===== src/rtl/uart_rx_fsm.sv =====
// UART receive control FSM with oversampled bit timing.
// Walks start/data/parity/stop bits, strobes the external checkers, reports frame status.
module uart_rx_fsm #(
    parameter int PRESCALE   = 8,
    parameter int DATA_WIDTH = 8
) (
    input  logic                          clk,
    input  logic                          rst,
    input  logic                          rx_in,
    input  logic                          par_en,
    input  logic                          strt_glitch,
    input  logic                          par_err,
    input  logic                          stp_err,
    output logic [$clog2(PRESCALE)-1:0]   edge_cnt,
    output logic [$clog2(DATA_WIDTH)-1:0] bit_cnt,
    output logic                          dat_samp_en,
    output logic                          strt_chk_en,
    output logic                          par_chk_en,
    output logic                          stp_chk_en,
    output logic                          deser_en,
    output logic                          data_valid,
    output logic                          frame_err,
    output logic                          parity_fail
);
    localparam int EW = $clog2(PRESCALE);
    localparam int BW = $clog2(DATA_WIDTH);
    localparam logic [EW-1:0] EDGE_LAST = EW'(PRESCALE - 1);
    localparam logic [EW-1:0] EDGE_CHK  = EW'(PRESCALE - 2);
    localparam logic [BW-1:0] BIT_LAST  = BW'(DATA_WIDTH - 1);

    typedef enum logic [2:0] {
        S_IDLE,
        S_START,
        S_DATA,
        S_PARITY,
        S_STOP
    } state_e;

    state_e        state_q, state_d;
    logic [EW-1:0] edge_q, edge_d;
    logic [BW-1:0] bit_q, bit_d;
    logic          par_en_q, par_en_d;
    logic          data_valid_q, data_valid_d;
    logic          frame_err_q, frame_err_d;
    logic          parity_fail_q, parity_fail_d;
    logic          bit_end;

    assign bit_end = (edge_q == EDGE_LAST);

    always_ff @(posedge clk) begin
        if (rst) begin
            state_q       <= S_IDLE;
            edge_q        <= '0;
            bit_q         <= '0;
            par_en_q      <= 1'b0;
            data_valid_q  <= 1'b0;
            frame_err_q   <= 1'b0;
            parity_fail_q <= 1'b0;
        end else begin
            state_q       <= state_d;
            edge_q        <= edge_d;
            bit_q         <= bit_d;
            par_en_q      <= par_en_d;
            data_valid_q  <= data_valid_d;
            frame_err_q   <= frame_err_d;
            parity_fail_q <= parity_fail_d;
        end
    end

    always_comb begin
        state_d       = state_q;
        edge_d        = edge_q;
        bit_d         = bit_q;
        par_en_d      = par_en_q;
        data_valid_d  = 1'b0;
        frame_err_d   = 1'b0;
        parity_fail_d = 1'b0;

        if (state_q != S_IDLE) begin
            edge_d = bit_end ? '0 : edge_q + 1'b1;
        end

        unique case (state_q)
            S_IDLE: begin
                if (!rx_in) begin
                    state_d  = S_START;
                    par_en_d = par_en;
                end
            end
            S_START: begin
                if (bit_end) begin
                    state_d = strt_glitch ? S_IDLE : S_DATA;
                    bit_d   = '0;
                end
            end
            S_DATA: begin
                if (bit_end) begin
                    if (bit_q == BIT_LAST) begin
                        state_d = par_en_q ? S_PARITY : S_STOP;
                        bit_d   = '0;
                    end else begin
                        bit_d = bit_q + 1'b1;
                    end
                end
            end
            S_PARITY: begin
                if (bit_end) begin
                    state_d       = par_err ? S_IDLE : S_STOP;
                    parity_fail_d = par_err;
                end
            end
            S_STOP: begin
                if (bit_end) begin
                    state_d      = S_IDLE;
                    data_valid_d = !stp_err;
                    frame_err_d  = stp_err;
                end
            end
            default: begin
                state_d = S_IDLE;
            end
        endcase

        // Counters always rest at zero whenever the line is idle.
        if (state_d == S_IDLE) begin
            edge_d = '0;
            bit_d  = '0;
        end
    end

    assign edge_cnt    = edge_q;
    assign bit_cnt     = bit_q;
    assign dat_samp_en = (state_q != S_IDLE);
    assign strt_chk_en = (state_q == S_START)  && (edge_q == EDGE_CHK);
    assign deser_en    = (state_q == S_DATA)   && (edge_q == EDGE_CHK);
    assign par_chk_en  = (state_q == S_PARITY) && (edge_q == EDGE_CHK);
    assign stp_chk_en  = (state_q == S_STOP)   && (edge_q == EDGE_CHK);
    assign data_valid  = data_valid_q;
    assign frame_err   = frame_err_q;
    assign parity_fail = parity_fail_q;

endmodule


===== config.mk =====
export PLATFORM = sky130hd
export DESIGN_NAME = uart_rx_fsm
export DESIGN_NICKNAME = d
export VERILOG_FILES = /design/src/rtl/uart_rx_fsm.sv
export SDC_FILE = /design/constraint.sdc
export NUM_CORES = 1
export LEC_CHECK = 0
export BUFFER_PORTS_ARGS = -buffer_cell sky130_fd_sc_hd__buf_4
export CAP_MARGIN = 10
export CORE_MARGIN = 2
export CORE_UTILIZATION = 45
export CTS_CLUSTER_DIAMETER = 120
export DETAILED_ROUTE_END_ITERATION = 8
export PLACE_DENSITY = 0.7
export REMOVE_ABC_BUFFERS = 1
export SKIP_LAST_GASP = 1
export SLEW_MARGIN = 10
export SYNTH_ARGS = -nofsm -noshare
export SYNTH_HDL_FRONTEND = slang
export SYNTH_SLANG_ARGS = --single-unit
export TNS_END_PERCENT = 20

===== constraint.sdc =====
create_clock -name clk -period 3.03 [get_ports clk]
set_input_delay 0.1515 -clock clk [delete_from_list [all_inputs] [get_ports clk]]
set_output_delay 0.1515 -clock clk [all_outputs]
set_load 0.005 [all_outputs]

==> impl_metrics.py <==
metrics = {
    "status": {
        "status": "completed",
    },
    "finish": {
        "diodes": 0,
        "fin_util_pct": 56.4,
        "area_delta_synth_final_pct": 21.0,
        "drive_above_1_share_pct": 28.3,
        "final_area_sq_um": 952,
        "fin_cells": 123,
        "finalNetCount": 120,
        "nFillCells": 171,
    },
    "floorplan": {
        "fp.dieW_microns": 45.8,
        "die_area_sq_mm": 0.00210,
        "placementRows": 15,
        "pin_count": 21,
        "core_area_sq_mm": 0.00169,
        "die_h_microns": 45.8,
        "start_util_pct": 46.6,
    },
    "synthesis": {
        "synthArstFlopShare_pct": 0,
        "synthesis.area_sq_um": 787,
        "ys_types": 32,
        "syn_area_per_cell_sq_um": 9.15,
        "ys_seq_area_share_pct": 33.1,
        "synth_top_flop_cell": "dfxtp_1",
        "synth_seq_cells": 13,
        "yosys_warnings": 0,
        "synth_edf_count": 0,
        "syn_inst": 86,
    },
    "sta": {
        "rsz0062_at_grt": "no",
        "tns_ns": 0,
        "hold_viol_final": 0,
        "drv_slew": 0,
        "layout_setup_ws_ns": 1.17,
        "post-route-min-period_ns": 1.86,
        "relSlewSlack_pct": 69.8,
        "min_period_over_period_pct": 61.3,
        "tightest_slew_ns": 0.453,
        "finalClockSkew_ns": 0.00645,
        "finalSetupViolCount": 0,
        "max_freq_mhz": 539,
    },
    "clock_network": {
        "cts_buffers": 3,
        "root_buffer": "clkbuf_4",
        "htree_num_levels": 1,
        "post_cts_resized": 0,
        "clk_pin_slew_worst_paths_ns": 0.08,
        "hold_buffers": 0,
        "cts_tree": "done",
        "worstSkewPairLatency_ns": 0.28,
        "cts_buffer_depth": 2,
        "numClockSinks": 13,
        "cts_setup_buffers": 0,
    },
    "drt": {
        "detail_route.first_pass.iterations": 2,
        "avgRoutedWirePerCell_microns": 12.7,
        "dr_total_vias": 679,
        "drtIter0Drc": 2,
        "post-route-drc-count": 0,
        "antenna_left": 0,
        "post_drt_via_cell_ratio": 5.52,
        "wl_microns": 1570,
    },
    "critical_path": {
        "cp.arrival_ns": 2.06,
        "cp-end-kind": "flop",
        "crit_path_max_fanout": 8,
        "regToRegSetupSlack_ns": 1.17,
        "r2r-start": "edge_cnt[0]$_SDFFE_PP0P_",
        "cp.required_ns": 3.24,
        "path_class": "reg2reg",
        "setup.worst_path.start_class": "flop",
        "r2r_cells": 6,
        "r2r_end": "edge_cnt[1]$_SDFFE_PP0P_",
    },
    "placed_design": {
        "dp.cells": 119,
        "io_buffers": 20,
        "place_ws_ns": 1.17,
        "dpl_cell_area_sq_um": 926,
        "dpl.hpwl_microns": 1220,
        "finalWeightedCongestion": 0.769,
    },
    "global_routing": {
        "grt_pass1_wl_microns": 2460,
        "grt_pass1_vias": 587,
        "grt_max_degree": 16,
        "grt_usage_pct": 16.5,
        "grt_antenna_before_repair": 0,
        "grt_remaining_overflow": 0,
    },
    "power": {
        "power_density_mw_per_mm2": 346,
        "power.leakage_uw": 0.000388,
        "ir_worst_vdd_v": 0.000198,
    },
    "worst_hold_path": {
        "min_path_cells": 2,
        "min_from": "stp_err",
        "min_to": "data_valid$_SDFF_PP0_",
        "hp-class": "in2reg",
    },
    "run": {
        "maxCapViolations": 0,
    },
}
[power breakdown]
part / leakage (uW) / internal [uW] / switching (uW) / total (uW)
clock network: 0.0000150 / 51.1 / 54.9 / 106
logic: 0.000268 / 22.5 / 19.8 / 42.3
registers: 0.000105 / 174 / 6.81 / 181
total: 0.000388 / 248 / 81.5 / 329
[how the worst max path moves through the flow]
stage	startpoint	end	slack, ns	depth (start not counted)
after floorplan	edge_cnt[0]$_SDFFE_PP0P_	edge_cnt[1]$_SDFFE_PP0P_	1.29	6
after global placement	edge_cnt[0]$_SDFFE_PP0P_	edge_cnt[1]$_SDFFE_PP0P_	1.24	6
final	edge_cnt[0]$_SDFFE_PP0P_	edge_cnt[1]$_SDFFE_PP0P_	1.17	6
after CTS	edge_cnt[0]$_SDFFE_PP0P_	edge_cnt[1]$_SDFFE_PP0P_	1.15	6
after global routing	edge_cnt[0]$_SDFFE_PP0P_	bit_cnt[1]$_SDFFE_PP0P_	1.05	6
after detailed placement	edge_cnt[0]$_SDFFE_PP0P_	edge_cnt[1]$_SDFFE_PP0P_	1.17	6
[final cells by class]
class / instances / area (sq um) / area share (%)
sequential: 13 / 260 / 27.3
inverter: 1 / 3.75 / 0.394
clock buffer: 4 / 26.3 / 2.76
timing repair buffer: 20 / 150 / 15.8
multi-input combinational: 68 / 490 / 51.5
tap: 17 / 21.3 / 2.23
[registers in the layout, summed over array words and instances, names as in the netlist]
| signal | count |
|---|---|
| bit_cnt | 3 |
| edge_cnt | 3 |
| state_q | 3 |
| data_valid | 1 |
| frame_err | 1 |
| par_en_q | 1 |
| parity_fail | 1 |
[cell families after synthesis]
logic type / Yosys count / synth area share (%)
adders and majority gates: 6 / 9.54
muxes: 3 / 3.82
DFF: 13 / 33.1
and+or+nand+nor: 44 / 32.8
buffers and inverters: 5 / 4.61
AOI/OAI and AO/OA: 15 / 16.2
[through the flow]
stage	hold WS (ns)	total power, uW
global placement	0.333	227
finish	0.0414	329
floorplan	0.221	210
detailed placement	0.331	228
global route	0.0398	345
CTS	0.0385	335
[cell usage after synthesis, drive strengths merged (2+ instances only)]
library cell | count | area [sq um]
nor3b | 2 | 15.0
a21oi | 7 | 35.0
and2 | 2 | 12.5
buf | 4 | 32.5
nor4b | 2 | 17.5
nor3 | 2 | 10.0
or3b | 2 | 17.5
nand3 | 3 | 15.0
mux2i | 3 | 30.0
a31oi | 2 | 12.5
nand2b | 3 | 18.8
ha | 6 | 75.1
nand3b | 2 | 15.0
nor2b | 3 | 18.8
dfxtp | 13 | 260
nor2 | 13 | 48.8
nand2 | 4 | 15.0
[placed cells by master, fill, tap and decap left out, types with 2 or more instances in the layout]
master     n
nor2b_1    3
nand3b_1   2
ha_1       6
clkbuf_4   3
nor4b_1    2
mux2i_1    3
a21oi_1    7
nor3b_1    2
a31oi_1    2
nand2b_1   3
buf_4     20
nand3_1    3
dfxtp_1   13
and2_1     2
nor3_1     2
nand2_1    4
nor2_1    13
[per-layer routing]
layer  track usage [%]  vias to the layer above  routed length [microns]  share of wire, %
met5                 0                        -                        0                 0
met3              5.95                        4                       82               5.2
met1              19.1                      314                      706                45
met2              28.2                       15                      754                48
li1                  -                      346                        -                 -
met4              5.14                        0                       24               1.5
[critical path, stage by stage (launching register included)]
cell and delay (ns):
dfxtp_1 0.35, ha_1 0.22, ha_1 0.28, or3b_2 0.52
o221ai_4 0.09, o31ai_4 0.11, a211oi_2 0.20
Power figures use the tool's default switching activity.
